==> src/rtl/ldpc_bit_deserializer.sv <==
// ldpc_bit_deserializer
//
// Assembles a serial, MSB-first codeword bit stream from the pad into
// WORD_W-bit words and queues them in a small FIFO for the LDPC core.
// Both pad inputs are asynchronous to wb_clk_i and pass a two-flop
// synchronizer before any use.
//
// Ports:
//   wb_clk_i      - single clock, all state on its rising edge
//   wb_rst_ni     - asynchronous active-low reset
//   ser_data_i    - serial codeword bit (pad, asynchronous)
//   ser_frame_i   - frame enable (pad, asynchronous), high for the whole frame
//   word_o        - FIFO head word (zero while the FIFO is empty)
//   word_valid_o  - FIFO non-empty
//   word_last_o   - head word is the final word of its frame
//   word_ready_i  - core accepts the head word
//   fill_o        - FIFO occupancy, 0..FIFO_DEPTH
//   err_o         - sticky errors: bit0 framing, bit1 overflow
//   clr_err_i     - synchronous clear of err_o (a same-cycle set wins)
//   dbg_state     - current FSM state (0 IDLE, 1 RECV, 2 DRAIN)
//
// Handshake: a word transfers on every rising edge where word_valid_o=1 and
// word_ready_i=1. word_o/word_last_o hold steady while word_valid_o=1 and
// word_ready_i=0; word_ready_i is ignored while the FIFO is empty.

module ldpc_bit_deserializer #(
    parameter int WORD_W      = 16,
    parameter int FRAME_WORDS = 8,
    parameter int FIFO_DEPTH  = 4
) (
    input  logic                          wb_clk_i,
    input  logic                          wb_rst_ni,
    input  logic                          ser_data_i,
    input  logic                          ser_frame_i,
    output logic [WORD_W-1:0]             word_o,
    output logic                          word_valid_o,
    output logic                          word_last_o,
    input  logic                          word_ready_i,
    output logic [$clog2(FIFO_DEPTH):0]   fill_o,
    output logic [1:0]                    err_o,
    input  logic                          clr_err_i,
    output logic [1:0]                    dbg_state
);

    localparam int PTR_W  = $clog2(FIFO_DEPTH);
    localparam int FILL_W = PTR_W + 1;
    localparam int BC_W   = (WORD_W > 1) ? $clog2(WORD_W) : 1;
    localparam int WC_W   = (FRAME_WORDS > 1) ? $clog2(FRAME_WORDS) : 1;

    localparam logic [BC_W-1:0]   BIT_LAST  = BC_W'(WORD_W - 1);
    localparam logic [WC_W-1:0]   WORD_LAST = WC_W'(FRAME_WORDS - 1);
    localparam logic [FILL_W-1:0] FILL_MAX  = FILL_W'(FIFO_DEPTH);

    typedef enum logic [1:0] {
        IDLE  = 2'd0,
        RECV  = 2'd1,
        DRAIN = 2'd2
    } state_t;

    state_t            state;
    logic              dat_s1, dat_s2, frm_s1, frm_s2;
    logic              sdat, sfrm;
    logic              frm_prev;
    logic [1:0]        settle;
    logic              armed;
    logic [WORD_W-1:0] shift_q;
    logic [BC_W-1:0]   bit_cnt;
    logic [WC_W-1:0]   word_cnt;
    logic              drain_err;

    logic              push_req, push_last, push_ok, pop, full, overflow;
    logic              frm_err;
    logic [WORD_W-1:0] push_word;

    logic [WORD_W-1:0] mem_word [FIFO_DEPTH];
    logic              mem_last [FIFO_DEPTH];
    logic [PTR_W-1:0]  wr_ptr, rd_ptr;

    assign sdat      = dat_s2;
    assign sfrm      = frm_s2;
    assign dbg_state = state;

    // Two-flop synchronizers. "settle" counts the edges until frm_s2 holds a
    // real pad sample; "armed" is only set once sfrm has been seen low after
    // that, so a frame that was already high across reset is never received.
    always_ff @(posedge wb_clk_i or negedge wb_rst_ni) begin
        if (!wb_rst_ni) begin
            dat_s1   <= 1'b0;
            dat_s2   <= 1'b0;
            frm_s1   <= 1'b0;
            frm_s2   <= 1'b0;
            frm_prev <= 1'b0;
            settle   <= 2'd0;
            armed    <= 1'b0;
        end else begin
            dat_s1   <= ser_data_i;
            dat_s2   <= dat_s1;
            frm_s1   <= ser_frame_i;
            frm_s2   <= frm_s1;
            frm_prev <= sfrm;
            if (settle != 2'd2)
                settle <= settle + 2'd1;
            if (settle == 2'd2 && !sfrm)
                armed <= 1'b1;
        end
    end

    always_comb begin
        push_req  = (state == RECV) && sfrm && (bit_cnt == BIT_LAST);
        push_last = (word_cnt == WORD_LAST);
        push_word = {shift_q[WORD_W-2:0], sdat};
        frm_err   = ((state == RECV) && !sfrm) ||
                    ((state == DRAIN) && sfrm && !drain_err);
    end

    // Receive FSM. bit_cnt is the index of the bit arriving this cycle.
    always_ff @(posedge wb_clk_i or negedge wb_rst_ni) begin
        if (!wb_rst_ni) begin
            state     <= IDLE;
            shift_q   <= '0;
            bit_cnt   <= '0;
            word_cnt  <= '0;
            drain_err <= 1'b0;
        end else begin
            case (state)
                IDLE: begin
                    drain_err <= 1'b0;
                    word_cnt  <= '0;
                    if (armed && sfrm && !frm_prev) begin
                        state   <= RECV;
                        shift_q <= {{(WORD_W-1){1'b0}}, sdat};
                        bit_cnt <= BC_W'(1);
                    end else begin
                        shift_q <= '0;
                        bit_cnt <= '0;
                    end
                end
                RECV: begin
                    if (!sfrm) begin
                        // Partial word is dropped; words already pushed stay.
                        state <= IDLE;
                    end else begin
                        shift_q <= push_word;
                        if (bit_cnt == BIT_LAST) begin
                            bit_cnt <= '0;
                            if (push_last) begin
                                word_cnt <= '0;
                                state    <= DRAIN;
                            end else begin
                                word_cnt <= word_cnt + WC_W'(1);
                            end
                        end else begin
                            bit_cnt <= bit_cnt + BC_W'(1);
                        end
                    end
                end
                DRAIN: begin
                    if (!sfrm)
                        state <= IDLE;
                    else
                        drain_err <= 1'b1;
                end
                default: state <= IDLE;
            endcase
        end
    end

    // FIFO: a full FIFO still accepts a push when the head pops in the same
    // cycle. A rejected push drops the word; the FSM counts it regardless.
    always_comb begin
        full     = (fill_o == FILL_MAX);
        pop      = (fill_o != '0) && word_ready_i;
        push_ok  = push_req && (!full || pop);
        overflow = push_req && full && !pop;
    end

    always_ff @(posedge wb_clk_i) begin
        if (push_ok) begin
            mem_word[wr_ptr] <= push_word;
            mem_last[wr_ptr] <= push_last;
        end
    end

    always_ff @(posedge wb_clk_i or negedge wb_rst_ni) begin
        if (!wb_rst_ni) begin
            wr_ptr <= '0;
            rd_ptr <= '0;
            fill_o <= '0;
        end else begin
            if (push_ok)
                wr_ptr <= wr_ptr + PTR_W'(1);
            if (pop)
                rd_ptr <= rd_ptr + PTR_W'(1);
            case ({push_ok, pop})
                2'b10:   fill_o <= fill_o + FILL_W'(1);
                2'b01:   fill_o <= fill_o - FILL_W'(1);
                default: fill_o <= fill_o;
            endcase
        end
    end

    // Sticky errors; a set in the same cycle as a clear wins.
    always_ff @(posedge wb_clk_i or negedge wb_rst_ni) begin
        if (!wb_rst_ni)
            err_o <= 2'b00;
        else
            err_o <= (clr_err_i ? 2'b00 : err_o) | {overflow, frm_err};
    end

    // Head outputs are forced to zero while empty so reset and empty look alike.
    assign word_valid_o = (fill_o != '0);
    assign word_o       = word_valid_o ? mem_word[rd_ptr] : '0;
    assign word_last_o  = word_valid_o & mem_last[rd_ptr];

endmodule

==> config.mk <==
export PLATFORM = sky130hd
export DESIGN_NAME = ldpc_bit_deserializer
export DESIGN_NICKNAME = d
export VERILOG_FILES = /design/src/rtl/ldpc_bit_deserializer.sv
export SDC_FILE = /design/constraint.sdc
export NUM_CORES = 1
export LEC_CHECK = 0
export BUFFER_PORTS_ARGS = -buffer_cell sky130_fd_sc_hd__buf_4
export CELL_PAD_IN_SITES_DETAIL_PLACEMENT = 1
export CELL_PAD_IN_SITES_GLOBAL_PLACEMENT = 1
export CORE_ASPECT_RATIO = 1.25
export CORE_MARGIN = 1
export CORE_UTILIZATION = 45
export DETAILED_ROUTE_END_ITERATION = 12
export GPL_TIMING_DRIVEN = 1
export PLACE_DENSITY_LB_ADDON = 0.1
export SLEW_MARGIN = 10
export SYNTH_ARGS = -nofsm -noshare
export SYNTH_HDL_FRONTEND = slang
export SYNTH_SLANG_ARGS = --single-unit
==> constraint.sdc <==
create_clock -name wb_clk_i -period 2.94 [get_ports wb_clk_i]
set_input_delay 0.441 -clock wb_clk_i [delete_from_list [all_inputs] [get_ports wb_clk_i]]
set_output_delay 0.441 -clock wb_clk_i [all_outputs]
set_load 0.02 [all_outputs]
; Word level (Yosys, flattened, before mapping)
; Memory sizes are Yosys's and may differ from the RTL's.
; Index checks and enable logic that the tools add are counted.
[totals]
register_bits = 42
latchBits = 0
ram_bits = 68
rom_bits = 0
input_bits = 6
output_inout_bits = 25
wordCells = 95
n_memories = 2
[memory_table]
columns = memory, depth, width, read_ports, rd_ports_with_merged_regs, wr, line_no
row1 = mem_word, 4, 16, 1, 0, 1, 75  ; logic [WORD_W-1:0] mem_word [FIFO_DEPTH];
row2 = mem_last, 4, 1, 1, 0, 1, 76  ; logic mem_last [FIFO_DEPTH];
[op_classes]
add_sub_neg = 7
mul = 0
n_div = 0
order_cmp = 0
n_eq_ne = 16
shifts = 0
n_mux = 24
n_bitwise = 2
n_reduce_logical = 28
[op_table]
columns = cell, count
row1 = one-hot mux 15 bit (2 select lines), 1
row2 = two-way mux 16 bit, 1
row3 = two-way mux 15 bit, 1
row4 = logical AND 1 bit, 12
row5 = two-way mux 2 bit, 6
row6 = one-hot mux 3 bit (2 select lines), 2
row7 = inequality test 2 bit (second input constant), 5
row8 = two-way mux 3 bit, 3
row9 = two-way mux 4 bit, 2
row10 = one-hot mux 4 bit (2 select lines), 1
row11 = adder 2 x 1 -> 2 bit (second input constant), 3
row12 = adder 3 x 1 -> 3 bit (second input constant), 2
row13 = equality test 2 bit (second input constant), 3
row14 = equality test 3 bit (second input constant), 2
row15 = one-hot mux 2 bit (3 select lines), 1
row16 = nonzero test 2 bit, 3
row17 = zero test 1 bit, 5
row18 = two-way mux 1 bit, 5
row19 = adder 4 x 1 -> 4 bit (second input constant), 1
row20 = equality test 2 x 1 -> 1 bit (second input constant), 2
row21 = equality test 4 bit (second input constant), 1
row22 = AND reduction 2 bit, 2
row23 = AND reduction 4 bit, 1
row24 = inequality test 3 x 2 -> 1 bit (second input constant), 1
row25 = 10 further kinds, 11

; Longest topological paths before layout
[logic_depth]
ltp_word = 6
mapped_depth = 8
ltp_nobuf = 8

; Least setup slack after synthesis
; No wires, ideal clock.
[synth_path]
path_kind = flip-flop to flip-flop
from = register fill_o[2]
to = register fill_o[2]
setup_ns = 0.137
arrival_ns = 2.394
required_time_ns = 2.803
slack_ns = 0.409
stages_incl_launch_ff = 8
n_path_buf = 1
period_less_slack_ns = 2.531
path_cell_list = dfrtp_1 -> or3_1 -> clkbuf_1 -> nand3_1 -> fa_1 -> or4_4 -> o211ai_1 -> o211ai_2
[synth_between]
elab_chain_len = 6
elab_cells_between_ends = 12
classes_between = add/sub (2) / eq/ne (3) / mux (1) / reduce/logical (6)
[synth_lines]
columns = item, line_no
row1 = start: declaration, 39  ; output logic [$clog2(FIFO_DEPTH):0] fill_o,
row2 = start signal: assignment, 195  ; 2'b10: fill_o <= fill_o + FILL_W'(1);
row3 = start signal: assignment, 196  ; 2'b01: fill_o <= fill_o - FILL_W'(1);
row4 = start signal: assignment, 197  ; default: fill_o <= fill_o;
row5 = nonzero test 3 bit *, n/a
row6 = net word_valid_o, 36  ; output logic word_valid_o,
row7 = logical AND 1 bit *, 172  ; pop = (fill_o != '0) && word_ready_i;
row8 = logical OR 1 bit, 173  ; push_ok = push_req && (!full || pop);
row9 = logical AND 1 bit, 173
row10 = equality test 2 x 1 -> 1 bit / equality test 2 bit (equally long branches), 194  ; case ({push_ok, pop})
row11 = one-hot mux 3 bit (2 select lines) / nonzero test 2 bit (equally long branches), n/a
; Mark *: on every way through the listed nets, which the timed path passes. The rest lies on a longest branch.
; A chain may end at the register's enable or synchronous reset.

; Final worst setup path
[layout_path]
from = register bit_cnt[0]
to = register fill_o[2]
[layout_between]
elab_chain_len = 5
elab_cells_between_ends = 7
classes_between = eq/ne (3) / mux (1) / reduce/logical (3)
[layout_lines]
columns = item, line_no
row1 = start: declaration, 67  ; logic [BC_W-1:0] bit_cnt;
row2 = start signal: assignment, 153  ; bit_cnt <= bit_cnt + BC_W'(1);
row3 = equality test 4 bit *, 109  ; push_req = (state == RECV) && sfrm && (bit_cnt == BIT_LAST);
row4 = logical AND 1 bit *, 109
row5 = logical AND 1 bit *, 173
row6 = equality test 2 x 1 -> 1 bit / equality test 2 bit (equally long branches), 194
row7 = one-hot mux 3 bit (2 select lines) / nonzero test 2 bit (equally long branches), n/a
; Every way passes the cells marked *; elsewhere a longest branch is shown, timed or not.

==> qor.txt <==
STATUS
--------------------------------------------------------------------------------------------------
Result of the run                                                                        completed

ROUTE
--------------------------------------------------------------------------------------------------
Final Routed Wirelength                                                                    8660 µm
Violation count after the first detailed-route iteration                                        74
Mean number of vias per cell                                                                  5.44
# DRC                                                                                            0
Remaining number of nets flagged by the antenna check after routing                              0
Via count                                                                                    2,388
Drt wl/cell                                                                                19.7 µm
Number of search-and-repair iterations in the first detailed-routing pass                        4

GLOBAL ROUTE
--------------------------------------------------------------------------------------------------
Gr ovfl total                                                                                    0
Pin count of the biggest net entering global routing                                            43
All-Layer GR Usage                                                                           18.5%
Routing layer with the top usage in global route                                              met2
Global routing met2 resource utilization                                                     33.1%
Number of global-route vias before repair                                                    2,567
Met1 global-route usage                                                                      22.0%
First-pass GRT wire length                                                               14,000 µm
Met3 demand-to-capacity share in global routing                                              4.00%
Number of antenna violations at the first check in global routing                                0

CLOCK NETWORK
--------------------------------------------------------------------------------------------------
CTS tree                                                                                     built
Number of clock sinks                                                                          110
Latest clock arrival within the worst-skew pair                                            0.34 ns
# H-tree levels                                                                                  3
Clock transition time at the flip-flop clock pins of the worst setup and hold paths        0.07 ns
Number of CTS-inserted buffers                                                                   9
PostCTS Resize Cnt                                                                               0
Number of buffers on the longest clock path                                                      2
Cts hold-fix bufs                                                                                0
Setup Fix Bufs, Post-CTS                                                                         0
Root buffer cell                                                                      sky130_fd_sc_hd__clkbuf_16

TIMING
--------------------------------------------------------------------------------------------------
Maximum operating frequency                                                                401 MHz
Setup TNS                                                                                     0 ns
Slew Viols, Final                                                                                0
Max-Slew Margin vs Limit                                                                     51.2%
Final setup violating endpoints                                                                  0
Minimum clock period                                                                       2.50 ns
Tightest Pin Transition                                                                   0.732 ns
Share of the clock period used by the worst path after layout                                84.9%
Worst hold slack                                                                         0.0874 ns
Setup Skew                                                                              0.00768 ns
Unrepaired setup endpoints after global routing                                              false
Final number of hold-violating endpoints                                                         0

POWER
--------------------------------------------------------------------------------------------------
Sw Share                                                                                     28.5%
Leakage dissipation                                                                     0.00201 µW
Sequential fraction of design power                                                          40.8%
Combinational share of power                                                                 27.6%
Cell-internal power                                                                        3050 µW
PwrDens                                                                                 816 nW/µm²
IR drop worst, VDD                                                                      0.000457 V
Clk pwr share                                                                                31.6%
Net switching power figure                                                                 1220 µW

PLACE
--------------------------------------------------------------------------------------------------
Placed cell count                                                                              423
Placed wire-length estimate after detailed placement                                       5420 µm
GPL Wtd Cong                                                                                 0.757
Count of buffers from port buffering                                                            30
Standard cell area after detailed placement                                               4890 µm²

SETUP PATH
--------------------------------------------------------------------------------------------------
Sequence of cells on the critical path                                                ha_1 > and4_1 > nand2_1 > nand3_1 > fa_1 > or4_4 > o211ai_1 > o211ai_2
Top fanout value on the critical path                                                            5
Capturing element type of the critical path                                              flip-flop
Arrival time of data at the critical path endpoint                                         2.72 ns
CP startpoint kind                                                                       flip-flop
Slowest library cell on the worst path                                                sky130_fd_sc_hd__or4_4
Peak per-stage delay on the critical path                                                  0.53 ns
Data required time of the worst path                                                       3.16 ns
CP Class                                                                                reg -> reg

FLOORPLANNING
--------------------------------------------------------------------------------------------------
Height of the die                                                                           114 µm
Floorplan core area                                                                       9660 µm²
Area of the die                                                                         10,400 µm²
Starting density of the core                                                                 46.7%
I/O Pins                                                                                        31
Core Rows                                                                                       40
DIE WIDTH                                                                                  91.5 µm

FINISH
--------------------------------------------------------------------------------------------------
Layout overhead on the synthesized area                                                      15.8%
Design area                                                                               5220 µm²
Nets                                                                                           323
Non-filler cells in the finished layout                                                        439
Fill cell total of the finished layout                                                         932
Share of final-layout standard cells stronger than drive strength 1                          24.6%
Utilization after layout                                                                     54.1%
Total inserted antenna cells                                                                     0
Most common cell after layout, fill and taps aside                                    sky130_fd_sc_hd__edfxtp_1
Most frequent cells in the layout                                                     sky130_fd_sc_hd__edfxtp_1 (68), sky130_fd_sc_hd__dfrtp_1 (42), sky130_fd_sc_hd__buf_4 (37)

SYNTHESIS
--------------------------------------------------------------------------------------------------
Ys async rst share                                                                           38.2%
Distinct cell type count of the synthesized netlist                                             48
Net Count, Synth                                                                               286
Number of enable flip-flop cells after synthesis                                                68
Register bit count reported by yosys                                                           110
Most used DFF post-synth                                                              sky130_fd_sc_hd__edfxtp_1
Portion of the post-synthesis area used by sequential elements                               68.6%
Post-synthesis cell area                                                                  4510 µm²
Post-synthesis average cell area                                                          16.6 µm²
Syn Inst Count                                                                                 271
Count of yosys warnings during synthesis                                                         0

FLOW RUN
--------------------------------------------------------------------------------------------------
Max Cap Violations                                                                               0

WORST HOLD PATH
--------------------------------------------------------------------------------------------------
Worst min path class                                                                   in -> async

==> synth_stat cells (2+ instances only) <==
cell                       number  area (µm²)
sky130_fd_sc_hd__edfxtp_1      68        2040
sky130_fd_sc_hd__dfrtp_1       42        1050
sky130_fd_sc_hd__and2_1        21         131
sky130_fd_sc_hd__mux4_2        17         383
sky130_fd_sc_hd__a22o_1        16         140
sky130_fd_sc_hd__inv_1         11        41.3
sky130_fd_sc_hd__ha_1           8         100
sky130_fd_sc_hd__nand3_1        8        40.0
sky130_fd_sc_hd__o21ai_0        8        40.0
sky130_fd_sc_hd__nand2_1        6        22.5
sky130_fd_sc_hd__xnor2_1        6        52.6
sky130_fd_sc_hd__buf_2          5        25.0
sky130_fd_sc_hd__nor2_1         5        18.8
sky130_fd_sc_hd__a21oi_1        4        20.0
sky130_fd_sc_hd__clkbuf_1       3        11.3
sky130_fd_sc_hd__a211oi_1       2        15.0
sky130_fd_sc_hd__a21o_1         2        15.0
sky130_fd_sc_hd__buf_4          2        15.0
sky130_fd_sc_hd__buf_6          2        22.5
sky130_fd_sc_hd__nand2b_1       2        12.5
sky130_fd_sc_hd__nand3b_1       2        15.0
sky130_fd_sc_hd__nor2b_1        2        12.5
sky130_fd_sc_hd__nor3_1         2        10.0
sky130_fd_sc_hd__nor3b_1        2        15.0
sky130_fd_sc_hd__or3_1          2        12.5
==> cell families (layout without fill, tap and decap cells) <==
family	after synthesis	after routing	share of synthesized area (%)
buf+inv	23	65	2.55
mux	19	19	8.99
xor+xnor	6	6	1.17
fa+ha+maj	9	9	2.66
flops	110	110	68.6
simple gates	60	60	8.10
compound gates	44	44	7.94
==> per-layer routing <==
metal,part of all wire (%),wire [µm]
met1,41,3520
met2,56,4820
met3,2.7,231
met4,1.0,89
met5,0,0
==> state kept, by name (all words and copies together) (netlist names) <==
| signal | flops |
|---|---|
| mem_word | 64 |
| drain_err | 1 |
| frm_prev | 1 |
| rd_ptr | 2 |
| frm_s1 | 1 |
| dat_s2 | 1 |
| word_cnt | 3 |
| err_o | 2 |
| mem_last | 4 |
| frm_s2 | 1 |
| wr_ptr | 2 |
| dbg_state | 2 |
| fill_o | 3 |
| settle | 2 |
| dat_s1 | 1 |
| bit_cnt | 4 |
| shift_q | 15 |
| armed | 1 |
==> critical path: cells and delay by family (launching register included) <==
family          cells  cell delay [ns]
fa+ha+maj           2             0.69
compound gates      2             0.24
simple gates        4             1.03
flops               1             0.42
==> layout make-up <==
type	instances	area, µm²	area share, %
clock buffer	12	236	4.53
clock inverter	4	95.1	1.82
inverter	11	41.3	0.791
multi-input combinational	138	1300	24.9
sequential	110	3090	59.2
tap	126	158	3.02
timing repair buffer	38	298	5.70
==> path summary, 6_finish.rpt <==
check	startpoint	end	slack, ns	cells after the start
hold / removal	wb_rst_ni	fill_o[0]$_DFFE_PN0P_	0.09	1
hold reg to reg	frm_s1$_DFF_PN0_	frm_s2$_DFF_PN0_	0.35	0
setup reg to reg	bit_cnt[0]$_DFFE_PN0P_	fill_o[2]$_DFFE_PN0P_	0.44	8
min in group wb_clk_i	ser_frame_i	frm_s1$_DFF_PN0_	0.20	1
max in group asynchronous	wb_rst_ni	shift_q[7]$_DFFE_PN0P_	2.46	1
setup / recovery	bit_cnt[0]$_DFFE_PN0P_	fill_o[2]$_DFFE_PN0P_	0.44	8
==> metrics by stage <==
step                worst slack, ns  power (µW)
global route                  0.298        4450
global placement              0.502        2950
CTS                           0.422        4320
finish                        0.444        4260
floorplan                     0.409        2530
detailed placement            0.444        2980
==> power by group through the flow <==
stage          registers (µW)  clock network (µW)  logic, µW
2_1_floorplan            1760                   0        768
3_3_place_gp             1770                   0       1180
3_5_place_dp             1780                   0       1200
4_1_cts                  1740                1370       1200
5_1_grt                  1750                1430       1270
6_report                 1740                1350       1180
Power figures use the tool's default switching activity.
